$ cat src/rtl/etapa_id_ex.sv
// ID/EX pipeline register: decodes Opcode/Funct into AluOp, extends the immediate,
// bypasses operands from MEM/WB. Define FORWARDING_EN to compile in the bypass network.

module etapa_id_ex_fwd #(
  parameter int ANCHO = 32,
  parameter int NREG  = 5
) (
  input  logic             esc_mem,
  input  logic [NREG-1:0]  rd_mem,
  input  logic [ANCHO-1:0] dato_mem,
  input  logic             esc_wb,
  input  logic [NREG-1:0]  rd_wb,
  input  logic [ANCHO-1:0] dato_wb,
  input  logic [NREG-1:0]  rsel,
  input  logic [ANCHO-1:0] dato,
  output logic [ANCHO-1:0] res
);
`ifdef FORWARDING_EN
  // MEM is younger than WB, so its result wins; R0 is never forwarded
  always_comb begin
    res = dato;
    if (esc_mem && rd_mem != '0 && rd_mem == rsel)   res = dato_mem;
    else if (esc_wb && rd_wb != '0 && rd_wb == rsel) res = dato_wb;
  end
`else
  logic unused_fwd;
  assign unused_fwd = ^{esc_mem, rd_mem, dato_mem, esc_wb, rd_wb, dato_wb, rsel};
  assign res = dato;
`endif
endmodule

module etapa_id_ex #(
  parameter int ANCHO = 32,
  parameter int NREG  = 5
) (
  input  logic             clk,
  input  logic             rst_n,
  input  logic             Valido_in,
  output logic             Listo_in,
  input  logic [5:0]       Opcode,
  input  logic [5:0]       Funct,
  input  logic [ANCHO-1:0] Dato1,
  input  logic [ANCHO-1:0] Dato2,
  input  logic [15:0]      Inmediato,
  input  logic [NREG-1:0]  Rs,
  input  logic [NREG-1:0]  Rt,
  input  logic [NREG-1:0]  Rd,
  input  logic             Stall,
  input  logic             Flush,
  input  logic             EscReg_mem,
  input  logic             EscReg_wb,
  input  logic [NREG-1:0]  Rd_mem,
  input  logic [NREG-1:0]  Rd_wb,
  input  logic [ANCHO-1:0] Dato_mem,
  input  logic [ANCHO-1:0] Dato_wb,
  output logic             Valido_out,
  output logic [ANCHO-1:0] Ope1,
  output logic [ANCHO-1:0] Ope2,
  output logic [2:0]       AluOp,
  output logic [NREG-1:0]  RegDest,
  output logic             EscReg_out,
  output logic             Ilegal
);
  typedef struct packed {
    logic             vld;
    logic [ANCHO-1:0] ope1;
    logic [ANCHO-1:0] ope2;
    logic [2:0]       aluop;
    logic [NREG-1:0]  rd;
    logic             esc;
    logic             ilegal;
  } bundle_t;

  bundle_t nxt, q;
  logic             es_r, recon, sext;
  logic [2:0]       op;
  logic [ANCHO-1:0] imm_ext;

  logic [1:0][NREG-1:0]  rsel;
  logic [1:0][ANCHO-1:0] drf, fwd;
  assign rsel = {Rt, Rs};
  assign drf  = {Dato2, Dato1};

  for (genvar i = 0; i < 2; i++) begin : g_fwd
    etapa_id_ex_fwd #(.ANCHO(ANCHO), .NREG(NREG)) u_fwd (
      .esc_mem(EscReg_mem), .rd_mem(Rd_mem), .dato_mem(Dato_mem),
      .esc_wb(EscReg_wb),   .rd_wb(Rd_wb),   .dato_wb(Dato_wb),
      .rsel(rsel[i]), .dato(drf[i]), .res(fwd[i])
    );
  end

  always_comb begin
    es_r  = (Opcode == 6'b000000);
    recon = 1'b1;
    sext  = 1'b0;
    op    = 3'b000;
    if (es_r) begin
      case (Funct)
        6'b100100: op = 3'b000;
        6'b100101: op = 3'b001;
        6'b100000: op = 3'b010;
        6'b100010: op = 3'b110;
        6'b101010: op = 3'b111;
        6'b100111: op = 3'b100;
        6'b100110: op = 3'b101;
        default:   recon = 1'b0;
      endcase
    end else begin
      case (Opcode)
        6'b001000: begin op = 3'b010; sext = 1'b1; end
        6'b001010: begin op = 3'b111; sext = 1'b1; end
        6'b001100: op = 3'b000;
        6'b001101: op = 3'b001;
        6'b001110: op = 3'b101;
        default:   recon = 1'b0;
      endcase
    end
  end

  assign imm_ext = sext ? {{(ANCHO-16){Inmediato[15]}}, Inmediato}
                        : {{(ANCHO-16){1'b0}}, Inmediato};

  always_comb begin
    nxt = '0;
    if (Valido_in) begin
      nxt.vld    = 1'b1;
      nxt.ope1   = fwd[0];
      nxt.ope2   = es_r ? fwd[1] : imm_ext;
      nxt.aluop  = recon ? op : 3'b000;
      nxt.rd     = es_r ? Rd : Rt;
      nxt.esc    = recon && (nxt.rd != '0);
      nxt.ilegal = ~recon;
    end
  end

  always_ff @(posedge clk or negedge rst_n) begin
    if (!rst_n)      q <= '0;
    else if (Flush)  q <= '0;
    else if (!Stall) q <= nxt;
  end

  assign Listo_in   = ~Stall;
  assign Valido_out = q.vld;
  assign Ope1       = q.ope1;
  assign Ope2       = q.ope2;
  assign AluOp      = q.aluop;
  assign RegDest    = q.rd;
  assign EscReg_out = q.esc;
  assign Ilegal     = q.ilegal;
endmodule
$ cat config.mk
export PLATFORM = sky130hd
export DESIGN_NAME = etapa_id_ex
export DESIGN_NICKNAME = d
export VERILOG_FILES = /design/src/rtl/etapa_id_ex.sv
export SDC_FILE = /design/constraint.sdc
export NUM_CORES = 1
export LEC_CHECK = 0
export BUFFER_PORTS_ARGS = -buffer_cell sky130_fd_sc_hd__buf_2
export CORE_AREA = 2 2 103 105
export CTS_CLUSTER_SIZE = 12
export DETAILED_ROUTE_END_ITERATION = 8
export DIE_AREA = 0 0 105 107
export PLACE_DENSITY = 0.83
export SYNTH_ARGS = -nofsm -noshare
export SYNTH_HDL_FRONTEND = slang
export SYNTH_HIERARCHICAL = 1
export SYNTH_SLANG_ARGS = --single-unit
$ cat constraint.sdc
create_clock -name clk -period 1 [get_ports clk]
set_clock_uncertainty 0.05 [all_clocks]
set_input_delay 0.1 -clock clk [delete_from_list [all_inputs] [get_ports clk]]
set_output_delay 0.1 -clock clk [all_outputs]
set_load 0.02 [all_outputs]
==> run_results.csv <==
group,metric,value,unit
run_status,status,"complete, but fails checks",
run_status,violations,"setup timing",
placed_design,placed_cell_area,4520,um2
clocking,clockRootBuffer,"clkbuf_8",
floorplanning,fp.dieArea,11200,um2
detailed_routing,drc_errors,0,
detailed_routing,routedWlPerCell,17.2,um
sta,max_freq,734,MHz
synth,synth_ff_type,"dfrtp_1",
setup_path,cp_data_arrival_time,1530,ps
layout,fillers,759,
sta,setup_viol,120,
setup_path,crit_path_start_kind,"input pin",
placed_design,pre_cts_ws,-792,ps
floorplanning,num_rows,37,
sta,timing.final.crit_share,136,%
floorplanning,die_y,107,um
detailed_routing,routed_via_density,4.89,
synth,syn_nets,541,
detailed_routing,drt_first_iter_violations,228,
setup_path,reg2reg_from,"Ope1[9]",
grt,grt.overflow.total,0,
setup_path,startpoint,"Opcode[0]",
synth,ys_seq_elements,75,
clocking,cts_buffers,9,
job,max-cap-violations,0,
synth,syn-cell-area,3700,um2
clocking,clock_latency,350,ps
sta,tns,-15170,ps
layout,final_cell_count_no_fill,761,
layout,area_delta_synth_final,73.4,%
floorplanning,core_area,10100,um2
detailed_routing,postRouteWirelength,13100,um
layout,final_common_cell,"buf_2",
layout,final_cell_area,6410,um2
synth,synthXorXnorAreaFrac,0.237,%
power_and_ir_drop,power_density,1120,nW/um2
synth,synth_compound_area_share,16.0,%
synth,syn_area_per_cell,10.5,um2
power_and_ir_drop,ir_drop,0.000691,V
synth,synth_top_family_by_area,"buffers and inverters",
clocking,clock_sinks,75,
synth,synthAdderAreaFrac,0,%
layout,multi_input_area,1280,um2
sta,rsz0062_at_grt,"yes",
sta,fin_ws,-362,ps
synth,synth_edf_count,0,
synth,synthSimpleGateAreaFrac,11.3,%
setup_path,worstSetupPathType,"input pin to flip-flop",
layout,layout.nets,809,
clocking,clkTransAtPathRegs,80,ps
placed_design,gp_congestion,0.770,
setup_path,endpoint_kind,"flip-flop",
grt,grt_pass1_wl,20100,um
sta,period_minus_slack,1360,ps
synth,synth_cells,353,
layout,layout_common_cells,"buf_2 (105), dlygate4sd3_1 (81), buf_6 (78), dfrtp_1 (75), buf_4 (70)",
detailed_routing,drt_first_pass_iters,4,
layout,antenna_cells,0,
grt,antenna_found_initial,0,
synth,synth.distinct_cells,40,
floorplanning,die_w,105,um
placed_design,port_buffers,182,
floorplanning,start_util,36.6,%
layout,final_util,63.5,%
synth,synth.mux.area_fraction,5.68,%
synth,synth-async-reset-ratio,100,%
floorplanning,pin_count,264,
synth,ys_warn_count,6,
placed_design,dp_hpwl,7300,um
clocking,clk_path_buf_depth,2,
power_and_ir_drop,leakage,0.00318,uW
sta,hold_viol,0,
setup_path,cp.required,1160,ps
clocking,cts_tree,"built",
grt,grt_pass1_vias,3994,
grt,grt_use_total,22.9,%
placed_design,placed_cells,621,
layout,regArea,1880,um2
sta,slew_viol_final,0,
setup_path,critPathMaxFanout,14,
clocking,h-tree-depth,3,
grt,grt_max_degree,76,
hold_path,min-delay-start,"Inmediato[2]",
detailed_routing,ant_nets,0,
detailed_routing,vias,3724,
sta,max_slew_margin,68.2,%
synth,yosysSeqAreaShare,50.7,%
sta,worstMarginPinSlew,473,ps
hold_path,hp-class,"input pin to flip-flop",
layout,layout-drive-gt1-share,46.2,%
-- through the flow --
stage	hold WS, ps	power (uW)
detailed placement	98.9	4120
finish	23.6	7160
floorplan	-246	3750
global placement	91.6	4090
global route	1.68	7450
CTS	3.00	7130
-- area by class of cell --
cell class	count	share of cell area [%]
Timing Repair Buffer	340	44.5
Inverter	3	0.234
Sequential cell	75	29.3
Clock buffer	10	2.15
Multi-Input combinational cell	192	20.0
Clock inverter	5	1.21
Tap cell	136	2.65
-- per-layer routing --
metal,routed length (um),part of all wire (%),global-route usage [%]
met2,6840,52,41.1
met3,805,6.1,4.56
met4,378,2.9,10.8
met5,0,0,0
met1,5080,39,26.0
-- state kept, by name, indices dropped and copies added (netlist names) --
signal	cells
RegDest	5
Ope2	32
EscReg_out	1
Ope1	32
AluOp	3
Valido_out	1
Ilegal	1
-- logic make-up after synthesis --
family | Yosys count
AO/OA/AOI/OAI | 84
XOR/XNOR | 1
buffers and inverters | 86
flip-flops | 75
multiplexers | 21
AND/OR/NAND/NOR | 86
-- where the power goes --
group	leakage, uW	switching (uW)	internal [uW]	total [uW]
Sequential	0.00103	70.8	3120	3190
Clock	0.000108	1140	1450	2590
Combinational	0.00204	600	779	1380
Total	0.00318	1810	5350	7160
-- critical path, cell delays in order --
cell and delay, ps:
buf_6 100, or4_4 550, or3_4 410, buf_8 170, nor2_1 110, o21ai_1 80
-- synthesized netlist by cell type, drive strengths merged (2+ instances only) --
| library cell | number | area share, % |
|---|---|---|
| dfrtp | 75 | 51 |
| nor3 | 5 | 0.98 |
| clkbuf | 14 | 1.4 |
| inv | 3 | 0.30 |
| or4 | 3 | 0.71 |
| mux2i | 21 | 5.7 |
| or4bb | 2 | 0.61 |
| o21ai | 38 | 5.2 |
| a21oi | 2 | 0.27 |
| nand2b | 4 | 0.68 |
| o31ai | 3 | 0.74 |
| a22o | 33 | 7.8 |
| nand2 | 45 | 4.6 |
| buf | 69 | 14 |
| nor2 | 19 | 2.0 |
-- worst paths after layout --
path,end,cells after the start,slack (ps)
worst max register to register,Ope1[9],3,-10
worst min-delay path,Ope2[2],3,20
worst min register to register,Ope2[16],2,470
max in group asynchronous,Ope1[7],3,320
worst max-delay path,Ope2[18],6,-360
min in group asynchronous,Ope1[16],3,250
-- timing repair --
item | 4_1_cts | 5_1_grt
endpoints found under the setup margin | 117 | 129
hold endpoints to repair | 139 | 0
gates cloned | 0 | 0
setup buffers | 20 | 24
resized for setup | 160 | 6
hold buffers | 81 | 0
pin swaps | 3 | 1
(Power assumes the default switching activity.)
